$ cat config.mk
export PLATFORM = sky130hd
export DESIGN_NAME = sprite_mem_loader
export DESIGN_NICKNAME = d
export VERILOG_FILES = /design/src/rtl/sprite_mem_loader_pkg.sv /design/src/rtl/sprite_byte_unpacker.sv /design/src/rtl/sprite_mem_loader.sv
export SDC_FILE = /design/constraint.sdc
export NUM_CORES = 1
export LEC_CHECK = 0
export BUFFER_PORTS_ARGS = -buffer_cell sky130_fd_sc_hd__buf_2
export CORE_UTILIZATION = 50
export DETAILED_ROUTE_END_ITERATION = 6
export PLACE_DENSITY = 0.75
export SETUP_SLACK_MARGIN = 0.15
export SLEW_MARGIN = 20
export SYNTH_ARGS = -nofsm -noshare
export SYNTH_HDL_FRONTEND = slang
export SYNTH_SLANG_ARGS = --single-unit
$ cat constraint.sdc
create_clock -name clock -period 6.5 [get_ports clock]
set_clock_uncertainty 0.1 [all_clocks]
set_input_delay 0.65 -clock clock [delete_from_list [all_inputs] [get_ports clock]]
set_output_delay 0.65 -clock clock [all_outputs]
set_load 0.03 [all_outputs]
$ cat src/rtl/sprite_mem_loader_pkg.sv
// Shared sprite geometry constants used by the pattern-memory loader and its unpacker.
package sprite_mem_loader_pkg;

  localparam int SPRITE_DIM      = 16;
  localparam int SPRITE_PIX_BITS = 2;
  localparam int SPRITE_ADDR_W   = 8;
  localparam int SPRITE_SEL_W    = 6;
  localparam int PIX_PER_BYTE    = 4;
  localparam int BYTE_W          = SPRITE_PIX_BITS * PIX_PER_BYTE;

endpackage

$ cat src/rtl/sprite_byte_unpacker.sv
// Holds one stream byte and emits its four 2-bit pixels LSB pair first, flagging the last one.
module sprite_byte_unpacker
  import sprite_mem_loader_pkg::*;
(
  input  logic                       clock,
  input  logic                       reset,
  input  logic                       load,
  input  logic [BYTE_W-1:0]          in_byte,
  input  logic                       step,
  output logic [SPRITE_PIX_BITS-1:0] pix,
  output logic                       last
);

  logic [BYTE_W-1:0] shift_r;
  logic [1:0]        idx_r;

  // Shift register and pixel index: load a fresh byte, or advance one pixel per step.
  always_ff @(posedge clock) begin
    if (reset) begin
      shift_r <= {BYTE_W{1'b0}};
      idx_r   <= 2'd0;
    end else if (load) begin
      shift_r <= in_byte;
      idx_r   <= 2'd0;
    end else if (step) begin
      shift_r <= {{SPRITE_PIX_BITS{1'b0}}, shift_r[BYTE_W-1:SPRITE_PIX_BITS]};
      idx_r   <= idx_r + 2'd1;
    end
  end

  assign pix  = shift_r[SPRITE_PIX_BITS-1:0];
  assign last = (idx_r == 2'd3);

endmodule

$ cat src/rtl/sprite_mem_loader.sv
// Streams a header byte plus 64 packed data bytes into the write port of a 16x16 sprite RAM.
module sprite_mem_loader
  import sprite_mem_loader_pkg::*;
#(
  parameter int NUM_SPRITES = 2
) (
  input  logic                       clock,
  input  logic                       reset,
  input  logic [7:0]                 in_data,
  input  logic                       in_valid,
  output logic                       in_ready,
  input  logic                       abort,
  output logic [SPRITE_SEL_W-1:0]    wr_select,
  output logic [SPRITE_ADDR_W-1:0]   wr_address,
  output logic [SPRITE_PIX_BITS-1:0] wr_data,
  output logic                       wr_en,
  output logic                       busy,
  output logic                       done,
  output logic                       err
);

  typedef enum logic [1:0] {
    HDR    = 2'd0,
    DATA   = 2'd1,
    UNPACK = 2'd2,
    DONE   = 2'd3
  } state_t;

  state_t                     state_r;
  logic                       in_ready_r;
  logic [SPRITE_SEL_W-1:0]    sel_r;
  logic [SPRITE_ADDR_W-1:0]   addr_r;
  logic                       wr_en_r;
  logic                       busy_r;
  logic                       done_r;
  logic                       err_r;

  logic                       xfer_s;
  logic                       hdr_ok_s;
  logic                       load_s;
  logic                       step_s;
  logic                       last_s;
  logic [SPRITE_PIX_BITS-1:0] pix_s;

  assign xfer_s   = in_valid & in_ready_r;
  // A full 8-bit compare also rejects any header with bits [7:6] set.
  assign hdr_ok_s = (in_data < 8'(NUM_SPRITES));
  assign load_s   = xfer_s & ~abort & (state_r == DATA);
  assign step_s   = ~abort & (state_r == UNPACK);

  sprite_byte_unpacker u_unpacker (
    .clock   (clock),
    .reset   (reset),
    .load    (load_s),
    .in_byte (in_data),
    .step    (step_s),
    .pix     (pix_s),
    .last    (last_s)
  );

  // Load FSM; every output register holds the value for the state being entered.
  always_ff @(posedge clock) begin
    if (reset) begin
      state_r    <= HDR;
      in_ready_r <= 1'b0;
      sel_r      <= {SPRITE_SEL_W{1'b0}};
      addr_r     <= {SPRITE_ADDR_W{1'b0}};
      wr_en_r    <= 1'b0;
      busy_r     <= 1'b0;
      done_r     <= 1'b0;
      err_r      <= 1'b0;
    end else if (abort) begin
      state_r    <= HDR;
      in_ready_r <= 1'b1;
      wr_en_r    <= 1'b0;
      busy_r     <= 1'b0;
      done_r     <= 1'b0;
      err_r      <= 1'b0;
    end else begin
      done_r <= 1'b0;
      err_r  <= 1'b0;
      case (state_r)
        HDR: begin
          in_ready_r <= 1'b1;
          if (xfer_s) begin
            if (hdr_ok_s) begin
              sel_r   <= in_data[SPRITE_SEL_W-1:0];
              addr_r  <= {SPRITE_ADDR_W{1'b0}};
              busy_r  <= 1'b1;
              state_r <= DATA;
            end else begin
              err_r <= 1'b1;
            end
          end
        end
        DATA: begin
          if (xfer_s) begin
            in_ready_r <= 1'b0;
            wr_en_r    <= 1'b1;
            state_r    <= UNPACK;
          end
        end
        UNPACK: begin
          addr_r <= addr_r + 8'd1;
          if (last_s) begin
            wr_en_r <= 1'b0;
            if (addr_r == {SPRITE_ADDR_W{1'b1}}) begin
              busy_r  <= 1'b0;
              done_r  <= 1'b1;
              state_r <= DONE;
            end else begin
              in_ready_r <= 1'b1;
              state_r    <= DATA;
            end
          end
        end
        DONE: begin
          in_ready_r <= 1'b1;
          state_r    <= HDR;
        end
        default: begin
          in_ready_r <= 1'b1;
          wr_en_r    <= 1'b0;
          busy_r     <= 1'b0;
          state_r    <= HDR;
        end
      endcase
    end
  end

  assign in_ready   = in_ready_r;
  assign wr_select  = sel_r;
  assign wr_address = addr_r;
  assign wr_data    = pix_s;
  assign wr_en      = wr_en_r;
  assign busy       = busy_r;
  assign done       = done_r;
  assign err        = err_r;

endmodule

# Word-level counts from Yosys, hierarchy flattened
# Index checks and enable logic that the tools add are counted.
word_totals:
  reg_bits: 31
  input_bits: 12
  out_inout_bits: 21
  elab_cells: 76
op_classes:
  n_addsub: 2
  n_lt_le_gt_ge: 1
  eq_ne: 13
  n_mux: 26
  bitwise: 9
  n_reduce_logical: 15
ops:
  columns: ["op", "count"]
  rows:
  - ["8-bit two-way mux", 4]
  - ["8-bit one-hot mux with 2 select lines", 1]
  - ["1-bit two-way mux", 12]
  - ["4-bit AND reduction", 3]
  - ["2-bit two-way mux", 5]
  - ["3-bit inequality test (second input constant)", 3]
  - ["8-bit by 1-bit adder with 8-bit output (second input constant)", 1]
  - ["8-bit equality test (second input constant)", 1]
  - ["8-bit by 2-bit < comparator with 1-bit output (second input constant)", 1]
  - ["2-bit inequality test (second input constant)", 4]
  - ["2-bit one-hot mux with 4 select lines", 1]
  - ["4-bit OR reduction", 2]
  - ["2-bit equality test (second input constant)", 3]
  - ["3-bit AND reduction", 2]
  - ["2-bit nonzero test", 3]
  - ["2-bit OR reduction", 3]
  - ["1-bit NOT", 5]
  - ["5-bit AND reduction", 1]
  - ["1-bit AND", 4]
  - ["1-bit one-hot mux with 2 select lines", 2]
  - ["1-bit one-hot mux with 3 select lines", 1]
  - ["2-bit by 1-bit adder with 2-bit output (second input constant)", 1]
  - ["2-bit by 1-bit equality test with 1-bit output (second input constant)", 1]
  - ["2-bit logical NOT", 1]
  - ["2-bit by 1-bit inequality test with 1-bit output (second input constant)", 1]

# Depth between registers and ports, before layout
logic_depth:
  depth_word: 5
  depth_mapped: 6
  mapped_depth_nobuf: 5

# Modules after synthesis
# From an unflattened synthesis, not the netlist that was laid out.
hier_totals:
  cells_unflattened: 149
  hier_area_um2: 1397.6
by_module_without_submodules:
  columns: ["module", "instances", "cells_each", "area_per_inst_um2", "seq_area_each_um2"]
  rows:
  - ["sprite_mem_loader", 1, 104, 939.7, 420.4]
  - ["sprite_byte_unpacker", 1, 45, 457.9, 200.2]

# Worst setup path before layout
# Ideal clock, no wire load.
synth_path:
  kind: "input port to flip-flop"
  startpoint: "in in_data[2]"
  endpoint: "reg addr_r[6], in the netlist wr_address[6]"
  setup_time_ns: 0.068
  t_arrival_ns: 2.362
  required_time_ns: 6.332
  path_slack_ns: 3.969
  stages: 6
  n_path_buf: 2
  cell_sequence: "or4_1 buf_2 o31a_1 buf_6 or4_4 a21oi_2"
synth_between:
  elab_chain_cells: 3
synth_lines:
  columns: ["item", "line", "source"]
  rows:
  - ["from (decl)", "sprite_mem_loader.sv:9", "input logic [7:0] in_data,"]
  - ["8-bit by 2-bit < comparator with 1-bit output", "sprite_mem_loader.sv:47", "assign hdr_ok_s = (in_data < 8'(NUM_SPRITES));"]
  - ["2-bit inequality test (no line)", null, null]
  - ["4-bit AND reduction (no line)", null, null]
  - ["to (signal assigned)", "sprite_mem_loader.sv:67", "addr_r <= {SPRITE_ADDR_W{1'b0}};"]
  - ["to (signal assigned)", "sprite_mem_loader.sv:88", "addr_r <= {SPRITE_ADDR_W{1'b0}};"]
  - ["to (signal assigned)", "sprite_mem_loader.sv:104", "addr_r <= addr_r + 8'd1;"]
  - ["to (decl)", "sprite_mem_loader.sv:32", "logic [SPRITE_ADDR_W-1:0] addr_r;"]
# No other way between the ends.
# A chain may end at the register's enable or synchronous reset.

# Worst setup path after layout
layout_path:
  startpoint: "in in_data[2]"
  endpoint: "reg addr_r[1], in the netlist wr_address[1]"
# The elaborated chain is that of the path after synthesis.

==> results by group <==
Global routing
  • First-pass GRT wire length: 4.55 mm
  • Number of global-route vias before repair: 1082
  • Pin count of the biggest net entering global routing: 18
  • Initial antenna violation count: 0
  • GRT Overall Usage: 21.3%
  • Overflow after GRT: 0

Cells and area
  • Layout cells sized above 1: a little over a quarter
  • Area Growth Syn to Fin: 14.5%
  • Post-Layout Cell Count: ~220
  • Diode count: 0
  • Fin nets: 200
  • Commonest non-fill, non-tap cell in the layout: buf_2
  • Most frequent cells in the layout: 32 x buf_2, 31 x dfxtp_1, 18 x a21oi_1, 16 x nand2_1
  • Final Cell Area: 1610 um2

Power
  • Power per cell area: 207 nW/um2
  • Leakage: around 0.00064 uW
  • Maximum VDD drop: 0.179 mV

Outcome
  • Status: finished clean

Critical path
  • Worst reg2reg path depth: 4
  • Critical R2R Capture: wr_address[1]
  • Reg2Reg Setup Slack: approximately 4.5 ns
  • Worst flop-to-flop path startpoint: state_r[0]
  • Crit Path Class: input pin to flop
  • CP Launch Type: input pin
  • Critical path peak fanout: 7
  • CP Data Required Time: 6.59 ns
  • Crit path DAT: 2.52 ns
  • Setup crit end kind: flop

STA
  • Worst slew pin tran: 0.710 ns
  • Setup violations, final: 0
  • Setup TNS: 0 ns
  • Hold slack: 0.354 ns
  • Max frequency: 412 MHz
  • Max_slew headroom: 52.4%
  • Final slew viol count: 0
  • Period utilization: about 37%
  • Final hold viol count: 0
  • RSZ-0062 raised after global routing: no
  • Worst setup margin: 4.07 ns
  • Tmin final: 2.43 ns

Clocking
  • CTS tree: built
  • Hold Buf Count CTS: 0
  • Clk sinks: 31
  • Root Driver: clkbuf_4
  • Max H-tree Level: 2
  • Clock Path Buffers: 2
  • PostCTS Resize Cnt: 0
  • Worst-Skew Late Latency: 0.32 ns
  • Num CTS Buffers: 5
  • Setup Fix Bufs, Post-CTS: 0
  • CTS clk-pin slew, worst paths: 0.09 ns

Floorplanning
  • Starting Density: 54.9%
  • Die height: roughly 55 um
  • DIE WIDTH: 55.1 um
  • Die area: 3040 um2
  • Rows: 18
  • Core Area: around 2600 um2
  • Io pins: 33

Placed design
  • DPL Wire Length: 2.17 mm
  • Port-buffer cells: 32
  • Post-Place Cells: 209
  • Pre-CTS setup slack: 3.74 ns
  • Placer Congestion: 0.851
  • Area of placed instances: roughly 1500 um2

Yosys
  • Register area share after synthesis: 44.0%
  • Synth Net Count: 173
  • Yosys warning total: 0
  • Mapped Area: 1410 um2
  • Ranking of synthesized cells by area: dfxtp_1 44%, a21oi_1 6.4%, nand2_1 4.3%
  • Seq cells post-synth: 31
  • Synth top area share: 44.0%
  • Count of different cell masters after synthesis: 44
  • Avg Cell Area, Syn: roughly 8.9 um2
  • Area leader, netlist: dfxtp_1
  • Cell count after synthesis: 159

Job
  • Max Cap Violations: 0

Routing
  • TritonRoute pass-1 iters: 4
  • Routed WL: 2.96 mm
  • DRC violations left: 0
  • Initial drt markers: 26
  • Final ANT Viol Nets: 0
  • Via density: 5.83
  • WL/cell: 13.6 um
  • Vias after detailed routing: 1266

Min path
  • Min-delay src: u_unpacker.shift_r[1]
  • Hold path depth: 2
  • Hold/Removal Path Class: flop to flop
  • Hold endpoint: u_unpacker.shift_r[1]
metal layers:
layer | GRT usage [%] | vias up | wire [um]
met5 | 0 | - | 0
met4 | 7.50 | 0 | 43
met3 | 7.92 | 6 | 156
met2 | 35.3 | 31 | 1410
met1 | 25.2 | 590 | 1350
li1 | - | 639 | -
stage by stage:
step                util, %  total power, uW
floorplan                 -              205
detailed placement     60.0              212
global route           62.9              348
global placement       60.0              211
finish                 62.9              335
CTS                    62.7              337
power by group:
group          switching, uW  leakage (uW)  internal [uW]
logic                   10.9      0.000353           5.16
clock network           63.8     0.0000386           63.6
registers              0.710      0.000250            190
registers in the layout, summed over array words and instances (netlist names):
register / cells
u_unpacker.shift_r: 8
err: 1
busy: 1
wr_en: 1
wr_address: 8
wr_select: 6
in_ready: 1
state_r: 2
u_unpacker.idx_r: 2
done: 1
Yosys cell counts:
master,number
dfxtp_1,31
a21oi_1,18
nand2_1,16
a22oi_1,6
and2_1,6
clkbuf_1,5
nand3_1,5
o31ai_1,5
inv_1,4
nand2b_1,4
nor2_1,4
nor3_1,4
nor4_1,4
o21ai_0,4
or4_1,4
mux2i_1,3
and3_1,2
buf_1,2
buf_4,2
ha_1,2
nand3b_1,2
or2_2,2
or3_1,2
or3_2,2
a211o_1,1
a21boi_0,1
a21oi_2,1
a311oi_1,1
and4_1,1
and4b_1,1
buf_2,1
buf_6,1
dlygate4sd3_1,1
nand4_1,1
nand4bb_1,1
nor3b_2,1
o21a_1,1
o21ai_1,1
o221a_2,1
o22ai_1,1
o31a_1,1
o41a_2,1
or4_4,1
xnor2_1,1
cell families (layout without fill, tap and decap cells):
| kind of cell | after synthesis | after routing | share of synthesized area [%] |
|---|---|---|---|
| adder cells (fa/ha/maj) | 2 | 2 | 1.77 |
| AO/OA/AOI/OAI | 43 | 43 | 19.7 |
| buffers and inverters | 16 | 44 | 5.86 |
| multiplexers | 3 | 3 | 2.13 |
| XOR/XNOR | 1 | 1 | 0.621 |
| flip-flops | 31 | 31 | 44.0 |
| AND/OR/NAND/NOR | 63 | 63 | 25.9 |
critical path: stages:
cell and delay, ns:
buf_2 0.10, or4_1 0.63, or3_2 0.54, o21ai_1 0.50, a21oi_1 0.09
worst max path at each step:
stage	from	endpoint
2_1_floorplan	in_data[2]	wr_address[6]
3_3_place_gp	in_data[2]	wr_address[5]
3_5_place_dp	in_data[2]	wr_address[5]
4_1_cts	in_data[2]	wr_address[5]
5_1_grt	in_data[2]	wr_address[5]
6_report	in_data[2]	wr_address[1]
final cells by class:
type	count	area [um2]
inverter	4	15.0
timing repair buffer	32	160
sequential	31	621
fill	235	953
clock buffer	8	68.8
tap	30	37.5
multi-input combinational	112	712
Power figures use the tool's default switching activity.
